==> src/rtl/csdf_tag_split.sv <==
// csdf_tag_split: pops one {tag,payload} token and emits it as 4 parts (q,q,q,q+r) on the flow selected by tag.
// Optional per-tag pop counters tok0_cnt/tok1_cnt are enabled by CSDF_SPLIT_STATS_EN.
module csdf_tag_split #(
  parameter int   WIDTH  = 33,
  parameter logic ATTESA = 1'b0,
  parameter logic AZIONE = 1'b1
) (
  input  logic             ck,
  input  logic             rst,
  input  logic [WIDTH-1:0] in0_data,
  input  logic             in0_empty,
  output logic             in0_read,
  input  logic             out0_full,
  output logic             out0_wr,
  output logic [WIDTH-2:0] out0_data,
  input  logic             out1_full,
  output logic             out1_wr,
  output logic [WIDTH-2:0] out1_data
`ifdef CSDF_SPLIT_STATS_EN
  ,
  output logic [15:0]      tok0_cnt,
  output logic [15:0]      tok1_cnt
`endif
);
  localparam int PW = WIDTH - 1;
  typedef enum logic {S_ATTESA = ATTESA, S_AZIONE = AZIONE} state_t;
  state_t          state, state_n;
  logic [1:0]      cnt, cnt_n, r_r, r_n;
  logic            tag_r, tag_n, emit, sel_full, wr, last;
  logic [PW-1:0]   q_r, q_n, part;
  // rst gates the handshakes so a FIFO pop or push can never slip through during reset
  always_comb begin
    emit      = state == S_AZIONE;
    sel_full  = tag_r ? out1_full : out0_full;
    wr        = !rst && emit && !sel_full;
    last      = wr && cnt == 2'd3;
    in0_read  = !rst && !in0_empty && (!emit || last);
    part      = (cnt == 2'd3) ? q_r + PW'(r_r) : q_r;
    out0_wr   = wr && !tag_r;
    out1_wr   = wr && tag_r;
    out0_data = (emit && !tag_r) ? part : '0;
    out1_data = (emit && tag_r) ? part : '0;
    state_n   = in0_read ? S_AZIONE : (last ? S_ATTESA : state);
    cnt_n     = (in0_read || last) ? 2'd0 : (wr ? cnt + 2'd1 : cnt);
    tag_n     = in0_read ? in0_data[WIDTH-1] : tag_r;
    q_n       = in0_read ? {2'b00, in0_data[WIDTH-2:2]} : q_r;
    r_n       = in0_read ? in0_data[1:0] : r_r;
  end
  always_ff @(posedge ck) begin
    if (rst) begin
      state <= S_ATTESA;
      cnt   <= '0;
      tag_r <= 1'b0;
      q_r   <= '0;
      r_r   <= '0;
    end else begin
      state <= state_n;
      cnt   <= cnt_n;
      tag_r <= tag_n;
      q_r   <= q_n;
      r_r   <= r_n;
    end
  end
`ifdef CSDF_SPLIT_STATS_EN
  always_ff @(posedge ck) begin
    if (rst) begin
      tok0_cnt <= '0;
      tok1_cnt <= '0;
    end else if (in0_read) begin
      tok0_cnt <= tok0_cnt + {15'd0, !in0_data[WIDTH-1]};
      tok1_cnt <= tok1_cnt + {15'd0, in0_data[WIDTH-1]};
    end
  end
`endif
endmodule

==> config.mk <==
export PLATFORM = sky130hd
export DESIGN_NAME = csdf_tag_split
export DESIGN_NICKNAME = d
export VERILOG_FILES = /design/src/rtl/csdf_tag_split.sv
export SDC_FILE = /design/constraint.sdc
export NUM_CORES = 1
export LEC_CHECK = 0
export ABC_CLOCK_PERIOD_IN_PS = 8800
export BUFFER_PORTS_ARGS = -buffer_cell sky130_fd_sc_hd__buf_2
export CORE_MARGIN = 2
export CORE_UTILIZATION = 54
export CTS_CLUSTER_DIAMETER = 150
export DETAILED_ROUTE_END_ITERATION = 10
export PLACE_DENSITY_LB_ADDON = 0.15
export SLEW_MARGIN = 20
export SYNTH_ARGS = -nofsm -noshare
export SYNTH_HDL_FRONTEND = slang
export SYNTH_SLANG_ARGS = --single-unit
==> constraint.sdc <==
create_clock -name ck -period 8.8 [get_ports ck]
set_input_delay 2.2 -clock ck [delete_from_list [all_inputs] [get_ports ck]]
set_output_delay 2.2 -clock ck [all_outputs]
set_load 0.01 [all_outputs]
==> results of run 1 <==
[power by group through the flow]
| stage | Combinational (uW) | Sequential (uW) | Clock, uW |
|---|---|---|---|
| after global placement | 66.3 | 189 | 0 |
| after detailed placement | 68.0 | 190 | 0 |
| after floorplan | 49.1 | 185 | 0 |
| after CTS | 68.1 | 186 | 130 |
| after global routing | 75.8 | 189 | 137 |
| final | 67.6 | 187 | 127 |
[critical path, cell delays in order]
cell and delay [ps]:
buf_2 380, nand2b_1 280, o21ai_1 370, nor2b_4 230, nor2b_1 120, buf_2 150
[Yosys cell counts (2+ instances only)]
cell / count / area share
o31ai_1: 15 / 0.041
ha_1: 3 / 0.014
a211oi_1: 2 / 0.0054
or4bb_1: 6 / 0.024
and2_1: 3 / 0.0068
xnor2_1: 8 / 0.025
nand4_1: 10 / 0.023
nand2_1: 19 / 0.026
o21ai_0: 6 / 0.011
a31oi_1: 2 / 0.0045
nor2_1: 34 / 0.046
or4_1: 10 / 0.027
nor4_1: 2 / 0.0045
and4_1: 3 / 0.0095
xor2_1: 2 / 0.0063
buf_4: 2 / 0.0054
or3_1: 6 / 0.014
and3_1: 4 / 0.0090
a21oi_1: 30 / 0.054
clkbuf_1: 23 / 0.031
nand3_1: 10 / 0.018
o311ai_0: 6 / 0.019
nand2b_1: 55 / 0.12
mux2i_1: 28 / 0.10
dfxtp_1: 36 / 0.26
nor3_1: 3 / 0.0054
a41o_1: 2 / 0.0072
nor2b_1: 4 / 0.0090
buf_2: 5 / 0.0090
nand3b_1: 2 / 0.0054
inv_1: 7 / 0.0095
[flip-flops by register name, summed over array words and instances (netlist names)]
signal and cells:
cnt 2, tag_r 1, q_r 30, r_r 2, emit 1
[routing by layer]
layer / up-vias / track usage / wire, um
li1: 1448 / - / -
met1: 1287 / 0.343 / 3110
met2: 89 / 0.410 / 3450
met3: 6 / 0.0437 / 396
met4: 0 / 0.0624 / 42
met5: - / 0 / 0
[through the flow]
step / instances / total power [uW] / utilization / hold slack, ps / setup WS [ps]
after global routing: 513 / 401 / 0.668 / 507 / 2680
after detailed placement: 506 / 258 / 0.648 / 472 / 2850
final: 513 / 382 / 0.668 / 481 / 2880
after CTS: 513 / 384 / 0.667 / 486 / 2850
after floorplan: 363 / 234 / - / 444 / 3260
after global placement: 506 / 256 / 0.648 / 462 / 2890
[worst max path at each step]
stage	from	end	cells past startpoint
6_report	rst	in0_read	6
5_1_grt	rst	in0_read	6
4_1_cts	rst	in0_read	6
3_5_place_dp	rst	in0_read	6
3_3_place_gp	rst	in0_read	6
2_1_floorplan	rst	in0_read	6
[logic make-up after synthesis]
logic type	Yosys count	synth area share
simple gates	180	0.382
compound gates	64	0.143
buf+inv	38	0.0564
flops	36	0.260
mux	29	0.105
xor+xnor	10	0.0316
fa+ha+maj	4	0.0208
other cells	1	0.00135
[cell type report]
| class | instances | area (um2) |
|---|---|---|
| clock buffers | 7 | 96.3 |
| fillers | 473 | 1680 |
| inverters | 7 | 26.3 |
| multi-input cells | 289 | 1910 |
| flip-flops and latches | 36 | 721 |
| well taps | 70 | 87.6 |
| repair buffers | 104 | 526 |
[cells in the final DEF (no fill, tap or decap), types with 8 or more instances in the layout]
| master | instances |
|---|---|
| nand2b_1 | 55 |
| mux2i_1 | 28 |
| a21oi_1 | 30 |
| buf_2 | 102 |
| nand3_1 | 10 |
| nand4_1 | 10 |
| nand2_1 | 18 |
| or4_1 | 10 |
| nor2_1 | 34 |
| o31ai_1 | 15 |
| xnor2_1 | 8 |
| dfxtp_1 | 36 |
==> summary.txt, run 1 <==
Outcome
  – Status: finished clean

Power and ir drop
  – Switching share of power: 0.281
  – Clk pwr share: 0.333
  – Worst IR drop on VDD: 85.2 uV
  – Internal: 274 uW
  – Reg power frac: 0.490
  – Leak: 0.00144 uW
  – Gate power share: 0.177
  – Psw: 107 uW
  – Pwr per Cell Area: 113 mW/mm2

Timing
  – Slew at the pin closest to its max-slew limit: 897 ps
  – RSZ-0062 raised after global routing: no
  – Total Neg Setup Slack: 0 ps
  – Final Slew Violations: 0
  – Final Setup Violations: 0
  – Final period util: 0.673
  – Minimum clock period: 5920 ps
  – Slew HR: 0.397
  – Fin. Hold Viols: 0
  – Max Clock Skew: 6.14 ps
  – Peak Freq: 0.169 GHz

CTS
  – CTS tree: done
  – Post-CTS Setup Repair Bufs: 0
  – Hold_buf cts: 0
  – Post_cts resized: 0
  – H-tree Lvls: 2
  – Num CTS Buffers: 5
  – CTS max path bufs: 2
  – Clk Latency, worst-skew pair: 290 ps
  – Root buf cell: clkbuf_8
  – Clock sinks: 36
  – Reg clk slew, reported paths: 70 ps

Finish
  – Cell area after layout: 0.00337 mm2
  – Fraction of layout cells with a size suffix above 1: 0.266
  – Fin nets: 485
  – Area delta synth->final: 21.4%
  – # diodes: 0

Floorplanning
  – Initial cell density of the core: 0.550
  – Core box area: 0.00504 mm2
  – Die X: 75.7 um
  – Rows: 26
  – Die extent in y: 75.7 um
  – Total I/O pin count: 105
  – Die ar.: 0.00573 mm2

Drt
  – # DRC: 0
  – Via count: 2,830
  – Drt pass-1 iters: 4
  – Wire per inst: 13.6 um
  – Average via count per standard cell: 5.52
  – 1st-iter DRT viols: 198
  – Antenna-violating nets left: 0
  – Post-Route WL: 6990 um

GRT
  – Total track usage: 0.250
  – Largest net degree at the start of global routing: 74
  – First-pass GRT wire length: 11,200 um
  – GRT Residual Overflow: 0
  – Vias in the first global route: 2,355
  – Antenna violations before repair: 0

Yosys
  – Yosys Warn Count: 0
  – Async S/R FF share, synth: 0
  – Register area share after synthesis: 0.260
  – EDFF count, synth: 0
  – Syn avg cell area: 7.66 um2
  – Post-synthesis cell count: 362
  – Ys flop type: dfxtp_1
  – Mapped Area: 0.00277 mm2
  – Synthesized flop and latch total: 36
  – Post-synthesis cell type count: 45

Worst setup path
  – Worst setup path class: in2out
  – Reg2Reg Setup Slack: 6500 ps
  – RR Endpoint: q_r[25]
  – CP Max Fanout: 73
  – Cells on worst reg2reg path: 6
  – CP endpoint kind: primary output
  – Reg2reg start: cnt[0]
  – Worst Path Required: 6600 ps
  – CP startpoint kind: input port
  – Crit path DAT: 3720 ps

Placement
  – HPWL after detailed placement: 4980 um
  – Dpl cell area: 0.00327 mm2
  – PortBufs: 102
  – Gp weighted congestion: 0.881

Worst hold path
  – Hold path depth: 2
  – HP Class: reg2reg
  – WHS Endpoint: cnt[1]
  – Beginning of the worst hold path: cnt[1]

Job
  – Max Cap Viol: 0
No activity file was read; power rests on OpenSTA's default activity.
==> inputs of run 2 (changes only) <==
--- a/config.mk
+++ b/config.mk
@@ -5,10 +5,10 @@
 export SDC_FILE = /design/constraint.sdc
 export NUM_CORES = 1
 export LEC_CHECK = 0
-export ABC_CLOCK_PERIOD_IN_PS = 8800
+export ABC_CLOCK_PERIOD_IN_PS = 5700
 export BUFFER_PORTS_ARGS = -buffer_cell sky130_fd_sc_hd__buf_2
 export CORE_MARGIN = 2
-export CORE_UTILIZATION = 54
+export CORE_UTILIZATION = 50
 export CTS_CLUSTER_DIAMETER = 150
 export DETAILED_ROUTE_END_ITERATION = 10
 export PLACE_DENSITY_LB_ADDON = 0.15
==> constraint.sdc (replaced) <==
create_clock -name ck -period 5.7 [get_ports ck]
set_input_delay 1.425 -clock ck [delete_from_list [all_inputs] [get_ports ck]]
set_output_delay 1.425 -clock ck [all_outputs]
set_load 0.01 [all_outputs]
==> summary.txt, run 2 (synthesized netlist as in run 1, its figures left out) <==
Drt
  – Highest metal used: met4
  – Drt pass-1 iters: 5 (+1)
  – 1st-iter DRT viols: 174 (-12%)
  – Wire per inst: 13.6 um (about the same)
  – Routed met1 length: 3200 um (+3.1%)
  – Average via count per standard cell: 5.49 (-0.53%)
  – DR WL met3: 427 um (+7.8%)
  – Via count: 2,826 (-0.14%)
  – Antenna-violating nets left: 0 (unchanged)
  – # DRC: 0 (unchanged)
  – Post-Route WL: 7020 um (+0.33%)
  – WL met2: 3360 um (-2.4%)

Finish
  – Area delta synth->final: 21.5% (about the same)
  – Fill cells: 504 (+6.6%)
  – Largest Register: q_r
  – Largest register FFs: 30 (unchanged)
  – Fraction of layout cells with a size suffix above 1: 0.266 (unchanged)
  – Most frequent cells in the layout: 102 x buf_2, 55 x nand2b_1, 36 x dfxtp_1
  – Commonest non-fill, non-tap cell in the layout: buf_2
  – Core Util, Final: 0.620 (-0.0482)
  – Top flop regs: q_r x30, cnt x2, r_r x2
  – Fin nets: 485 (unchanged)
  – # diodes: 0 (unchanged)

Power and ir drop
  – Worst IR drop on VDD: 188 uV (+120%)
  – Leak: 0.00144 uW (unchanged)
  – Total power: 591 uW (+55%)
  – Pwr per Cell Area: 175 mW/mm2 (+55%)

Timing
  – Fin. Hold Viols: 0 (unchanged)
  – Max Clock Skew: 3.51 ps (-2.63 ps)
  – Minimum clock period: 4510 ps
  – Final Setup Violations: 0 (unchanged)
  – Final period util: 0.791
  – Slew HR: 0.374 (-0.0229)
  – Slew at the pin closest to its max-slew limit: 931 ps (+34.0 ps)
  – Final Slew Violations: 0 (unchanged)
  – Peak Freq: 0.222 GHz
  – Total Neg Setup Slack: 0 ps (unchanged)
  – RSZ-0062 raised after global routing: no

CTS
  – Clock sinks: 36 (unchanged)
  – CTS tree: done
  – Hold_buf cts: 0 (unchanged)
  – CTS max path bufs: 2 (unchanged)
  – Root buf cell: clkbuf_8
  – Post-CTS Setup Repair Bufs: 0 (unchanged)
  – Post_cts resized: 0 (unchanged)
  – Reg clk slew, reported paths: 70 ps (about the same)
  – H-tree Lvls: 2 (unchanged)
  – Clk Latency, worst-skew pair: 280 ps (about the same)
  – Num CTS Buffers: 5 (unchanged)

GRT
  – GRT Residual Overflow: 0 (unchanged)
  – Total track usage: 0.234 (-0.0161)
  – First-pass GRT wire length: 11,700 um (+5.2%)
  – Largest net degree at the start of global routing: 74 (unchanged)
  – Antenna violations before repair: 0 (unchanged)
  – Vias in the first global route: 2,480 (+5.3%)

Floorplanning
  – Core box area: 0.00544 mm2 (+7.9%)
  – Initial cell density of the core: 0.510 (-0.0401)
  – Die extent in y: 78.5 um (+3.7%)
  – Die ar.: 0.00616 mm2 (+7.6%)
  – Rows: 27 (+3.8%)
  – Die X: 78.5 um (+3.7%)
  – Total I/O pin count: 105 (unchanged)

Worst setup path
  – CP Cell Sequence: ha_1 > inv_1 > fa_1 > nand3b_1 > or4_1 > or4_1 > a21oi_1 > buf_2
  – Reg2reg start: cnt[0]
  – Crit path DAT: 3080 ps (-640 ps)
  – Sum of buffers and inverters on the critical path: 2 (unchanged)
  – Cells on worst reg2reg path: 6 (unchanged)
  – Top cell by count, worst path: or4_1
  – CP startpoint kind: flop
  – Crit-path slowest cell: or4_1
  – Worst Path Required: 4280 ps (-2320 ps)
  – CP Max Fanout: 18 (-75%)
  – RR Endpoint: r_r[0]
  – CP top delay family: simple AND/OR/NAND/NOR gates
  – Reg2Reg Setup Slack: 3370 ps (-3130 ps)
  – Worst setup path class: reg2out
  – Critical path's largest stage delay: 730 ps (+350 ps)
  – CP endpoint kind: primary output

Worst hold path
  – WHS Endpoint: cnt[1]
  – Hold path depth: 2 (unchanged)
  – Beginning of the worst hold path: cnt[1]
  – HP Class: reg2reg

Placement
  – PortBufs: 102 (unchanged)
  – HPWL after detailed placement: 4980 um (about the same)
  – Gp weighted congestion: 0.815 (-7.4%)

Outcome
  – Status: finished clean

Job
  – Max Cap Viol: 0 (unchanged)
## run 2: worst max path at each step
stage | endpoint | start | cells past startpoint | slack, ps
after floorplan | in0_read | rst | 6 | 1710
after global placement | in0_read | rst | 6 | 1340
after detailed placement | in0_read | rst | 6 | 1270
after CTS | out1_data[16] | q_r[0] | 8 | 1180
after global routing | out1_data[16] | q_r[0] | 8 | 950
final | out1_data[22] | q_r[0] | 8 | 1190
## run 2: where the power goes
| part | switching, uW | total, uW | internal [uW] |
|---|---|---|---|
| logic | 55.7 | 105 | 48.9 |
| registers | 21.0 | 288 | 267 |
| clock network | 90.8 | 199 | 108 |
| total | 168 | 591 | 424 |
## run 2: routing by layer
layer / vias up / GRT usage
met5: - / 0
met4: 0 / 0.0404
met3: 2 / 0.0471
met2: 97 / 0.397
met1: 1280 / 0.311
li1: 1447 / -
## run 2: tightest hold or removal path: stages (launching register included)
cell,delay [ps]
dfxtp_1,310
nand2_1,60
a211oi_1,60
## run 2: cell type report
cell class	count	area, um2	area share
clock buffer	7	96.3	0.0286
inverter	7	26.3	0.00780
multi-input combinational	289	1910	0.567
sequential	36	721	0.214
tap	72	90.1	0.0267
timing repair buffer	104	526	0.156
## run 2: per-stage QoR
stage	cells	worst slack (ps)	cell area, um2	hold WS, ps
floorplan	363	1710	2780	444
global placement	508	1340	3270	457
detailed placement	508	1270	3270	470
CTS	515	1180	3370	480
global route	515	950	3370	488
finish	515	1190	3370	478
==> inputs of run 3 (changes only) <==
--- a/config.mk
+++ b/config.mk
@@ -5,10 +5,11 @@
 export SDC_FILE = /design/constraint.sdc
 export NUM_CORES = 1
 export LEC_CHECK = 0
-export ABC_CLOCK_PERIOD_IN_PS = 5700
+export ABC_AREA = 1
+export ABC_CLOCK_PERIOD_IN_PS = 3900
 export BUFFER_PORTS_ARGS = -buffer_cell sky130_fd_sc_hd__buf_2
 export CORE_MARGIN = 2
-export CORE_UTILIZATION = 50
+export CORE_UTILIZATION = 44
 export CTS_CLUSTER_DIAMETER = 150
 export DETAILED_ROUTE_END_ITERATION = 10
 export PLACE_DENSITY_LB_ADDON = 0.15
==> constraint.sdc (replaced) <==
create_clock -name ck -period 3.9 [get_ports ck]
set_input_delay 0.975 -clock ck [delete_from_list [all_inputs] [get_ports ck]]
set_output_delay 0.975 -clock ck [all_outputs]
set_load 0.01 [all_outputs]
==> summary.txt, run 3 <==
Outcome
  – Status: finished clean

CTS
  – Root buf cell: clkbuf_8
  – Num CTS Buffers: 5 (unchanged)
  – H-tree Lvls: 2 (unchanged)
  – Post-CTS Setup Repair Bufs: 0 (unchanged)
  – Hold_buf cts: 0 (unchanged)
  – Clk Latency, worst-skew pair: 300 ps (+20 ps)
  – CTS tree: done
  – Post_cts resized: 0 (unchanged)
  – CTS max path bufs: 2 (unchanged)
  – Reg clk slew, reported paths: 80 ps (about the same)
  – Clock sinks: 36 (unchanged)

Worst setup path
  – CP Cell Sequence: ha_1 > inv_1 > fa_1 > inv_1 > nand2_4 > nor2_4 > nand3_4 > nor2_4 > nand2_1 > nor2_1 > nand2_1 > nor2_1 > buf_2
  – Reg2reg start: cnt[0]
  – Worst Path Required: 2920 ps (-1360 ps)
  – Reg2Reg Setup Slack: 1840 ps (-1530 ps)
  – Critical path's largest stage delay: 370 ps (-360 ps)
  – CP endpoint kind: primary output
  – CP startpoint kind: flop
  – Crit path DAT: 2420 ps (-660 ps)
  – RR Endpoint: q_r[18]
  – CP Max Fanout: 7 (-11)
  – Sum of buffers and inverters on the critical path: 3 (+1)
  – Cells on worst reg2reg path: 6 (unchanged)
  – Crit-path slowest cell: fa_1
  – CP top delay family: simple AND/OR/NAND/NOR gates
  – Worst setup path class: reg2out

Worst hold path
  – Beginning of the worst hold path: r_r[0]
  – Hold path depth: 2 (unchanged)
  – HP Class: reg2reg
  – WHS Endpoint: r_r[0]

Drt
  – Drt pass-1 iters: 5 (unchanged)
  – 1st-iter DRT viols: 84 (-52%)
  – Post-Route WL: 6940 um (-1.1%)
  – Via count: 2,777 (-1.7%)
  – Wire per inst: 12.0 um (-12%)
  – # DRC: 0 (unchanged)
  – Average via count per standard cell: 4.82 (-12%)
  – Antenna-violating nets left: 0 (unchanged)

Finish
  – Largest Register: q_r
  – Cell area after layout: 0.00313 mm2 (-7.2%)
  – Multi-input logic area: 0.00150 mm2 (-21%)
  – Most frequent cells in the layout: 102 x buf_2, 100 x nand2_1, 65 x nor2_1
  – Register area: 721 um2 (unchanged)
  – Area delta synth->final: 23.2%
  – Commonest non-fill, non-tap cell in the layout: buf_2
  – Fraction of layout cells with a size suffix above 1: 0.268 (+0.00149)
  – Fin nets: 545 (+12%)
  – Top flop regs: q_r x30, cnt x2, r_r x2
  – Largest register FFs: 30 (unchanged)
  – # diodes: 0 (unchanged)
  – Fill cells: 573 (+14%)

Timing
  – Final period util: 0.870
  – Slew at the pin closest to its max-slew limit: 656 ps (-275 ps)
  – Peak Freq: 0.295 GHz
  – Max Clock Skew: 4.40 ps (+0.889 ps)
  – Final WS setup: 508 ps (-686 ps)
  – Final Setup Violations: 0 (unchanged)
  – Hold WS: 483 ps (+5.40 ps)
  – Final Slew Violations: 0 (unchanged)
  – RSZ-0062 raised after global routing: no
  – Slew HR: 0.561 (+0.187)
  – Minimum clock period: 3390 ps
  – Fin. Hold Viols: 0 (unchanged)
  – Total Neg Setup Slack: 0 ps (unchanged)

Yosys
  – Synth area leaders: dfxtp_1 28%, nand2_1 15%, nor2_1 9.6%, inv_1 7.8%, nand3_1 6.3%
  – Top cell type's share of synthesized area: 0.284 (+0.0242)
  – EDFF count, synth: 0 (unchanged)
  – Mapped Area: 0.00254 mm2 (-8.5%)
  – Async S/R FF share, synth: 0 (unchanged)
  – Syn avg cell area: 6.22 um2 (-19%)
  – Yosys Warn Count: 0 (unchanged)
  – Post-synthesis cell count: 408 (+13%)
  – Synthesized flop and latch total: 36 (unchanged)
  – Post-synthesis cell type count: 29 (-36%)
  – Largest area contributor in the synthesized netlist: dfxtp_1
  – Count leader, synth: nand2_1
  – Ys flop type: dfxtp_1
  – Post-synth top cells: 102 x nand2_1, 65 x nor2_1, 53 x inv_1
  – Register area share after synthesis: 0.284 (+0.0242)

Floorplanning
  – Initial cell density of the core: 0.458 (-0.0520)
  – Rows: 27 (unchanged)
  – Core box area: 0.00554 mm2 (+1.9%)
  – Die extent in y: 79.9 um (+1.9%)
  – Die ar.: 0.00639 mm2 (+3.7%)
  – Die X: 79.9 um (+1.9%)
  – Total I/O pin count: 105 (unchanged)

Job
  – Max Cap Viol: 0 (unchanged)

GRT
  – Total track usage: 0.223 (-0.0108)
  – GRT Residual Overflow: 0 (unchanged)
  – Antenna violations before repair: 0 (unchanged)
  – First-pass GRT wire length: 11,300 um (-3.9%)
  – Vias in the first global route: 2,495 (+0.60%)
  – Largest net degree at the start of global routing: 35 (-53%)

Power and ir drop
  – Leak: 0.00147 uW (+1.8%)
  – Worst IR drop on VDD: 160 uV (-15%)
  – Pwr per Cell Area: 267 mW/mm2 (+52%)

Placement
  – HPWL after detailed placement: 5300 um (+6.4%)
  – Dpl cell area: 0.00303 mm2 (-7.3%)
  – Pre-CTS setup slack: 804 ps (-466 ps)
  – Gp weighted congestion: 0.851 (+4.4%)
  – PortBufs: 102 (unchanged)
[run 3: metal layers]
metal  vias to the layer above  global-route usage  part of all wire
li1                       1458                   -                 -
met1                      1236               0.300              0.47
met2                        76               0.368              0.45
met3                         7              0.0362             0.060
met4                         0              0.0627             0.013
met5                         -                   0                 0
[run 3: area by class of cell]
type	instances	area share
clock buffers	5	0.0220
clock inverters	3	0.00600
inverters	56	0.0689
multi-input cells	302	0.480
flip-flops and latches	36	0.231
well taps	72	0.0288
repair buffers	102	0.163
[run 3: worst register-to-register path, delay by kind of cell, from the launching register on]
family	cells	cell delay [ps]
AOI/OAI and AO/OA	2	360
DFF	1	350
adders and majority gates	1	430
buffers and inverters	1	170
and+or+nand+nor	2	620
[run 3: worst max path at each step]
stage | startpoint | to | slack (ps) | cells after the start
2_1_floorplan | r_r[0] | out0_data[30] | 1140 | 12
3_3_place_gp | rst | in0_read | 850 | 7
3_5_place_dp | rst | in0_read | 800 | 7
4_1_cts | r_r[0] | out1_data[30] | 500 | 13
5_1_grt | q_r[0] | out1_data[30] | 310 | 13
6_report | r_r[0] | out1_data[30] | 510 | 13
[run 3: report_power, final]
part	switching, uW	total (uW)	internal (uW)
registers	25.8	419	393
logic	89.3	140	50.8
clock network	151	276	125
[run 3: cells by family (layout without fill, tap and decap cells)]
group                      after synthesis  after routing  share of synthesized area
DFF                                     36             36                      0.284
other                                    1              2                    0.00148
AOI/OAI and AO/OA                       54             54                      0.109
adders and majority gates                4              4                     0.0227
xor gates and xnor gates                15             15                     0.0518
buffers and inverters                   71            166                      0.128
and+or+nand+nor                        227            227                      0.403
[run 3: metrics by stage]
stage / util / instances / total power (uW)
finish: 0.564 / 576 / 835
global route: 0.564 / 576 / 875
CTS: 0.563 / 576 / 836
detailed placement: 0.547 / 568 / 566
global placement: 0.547 / 568 / 564
floorplan: - / 409 / 519
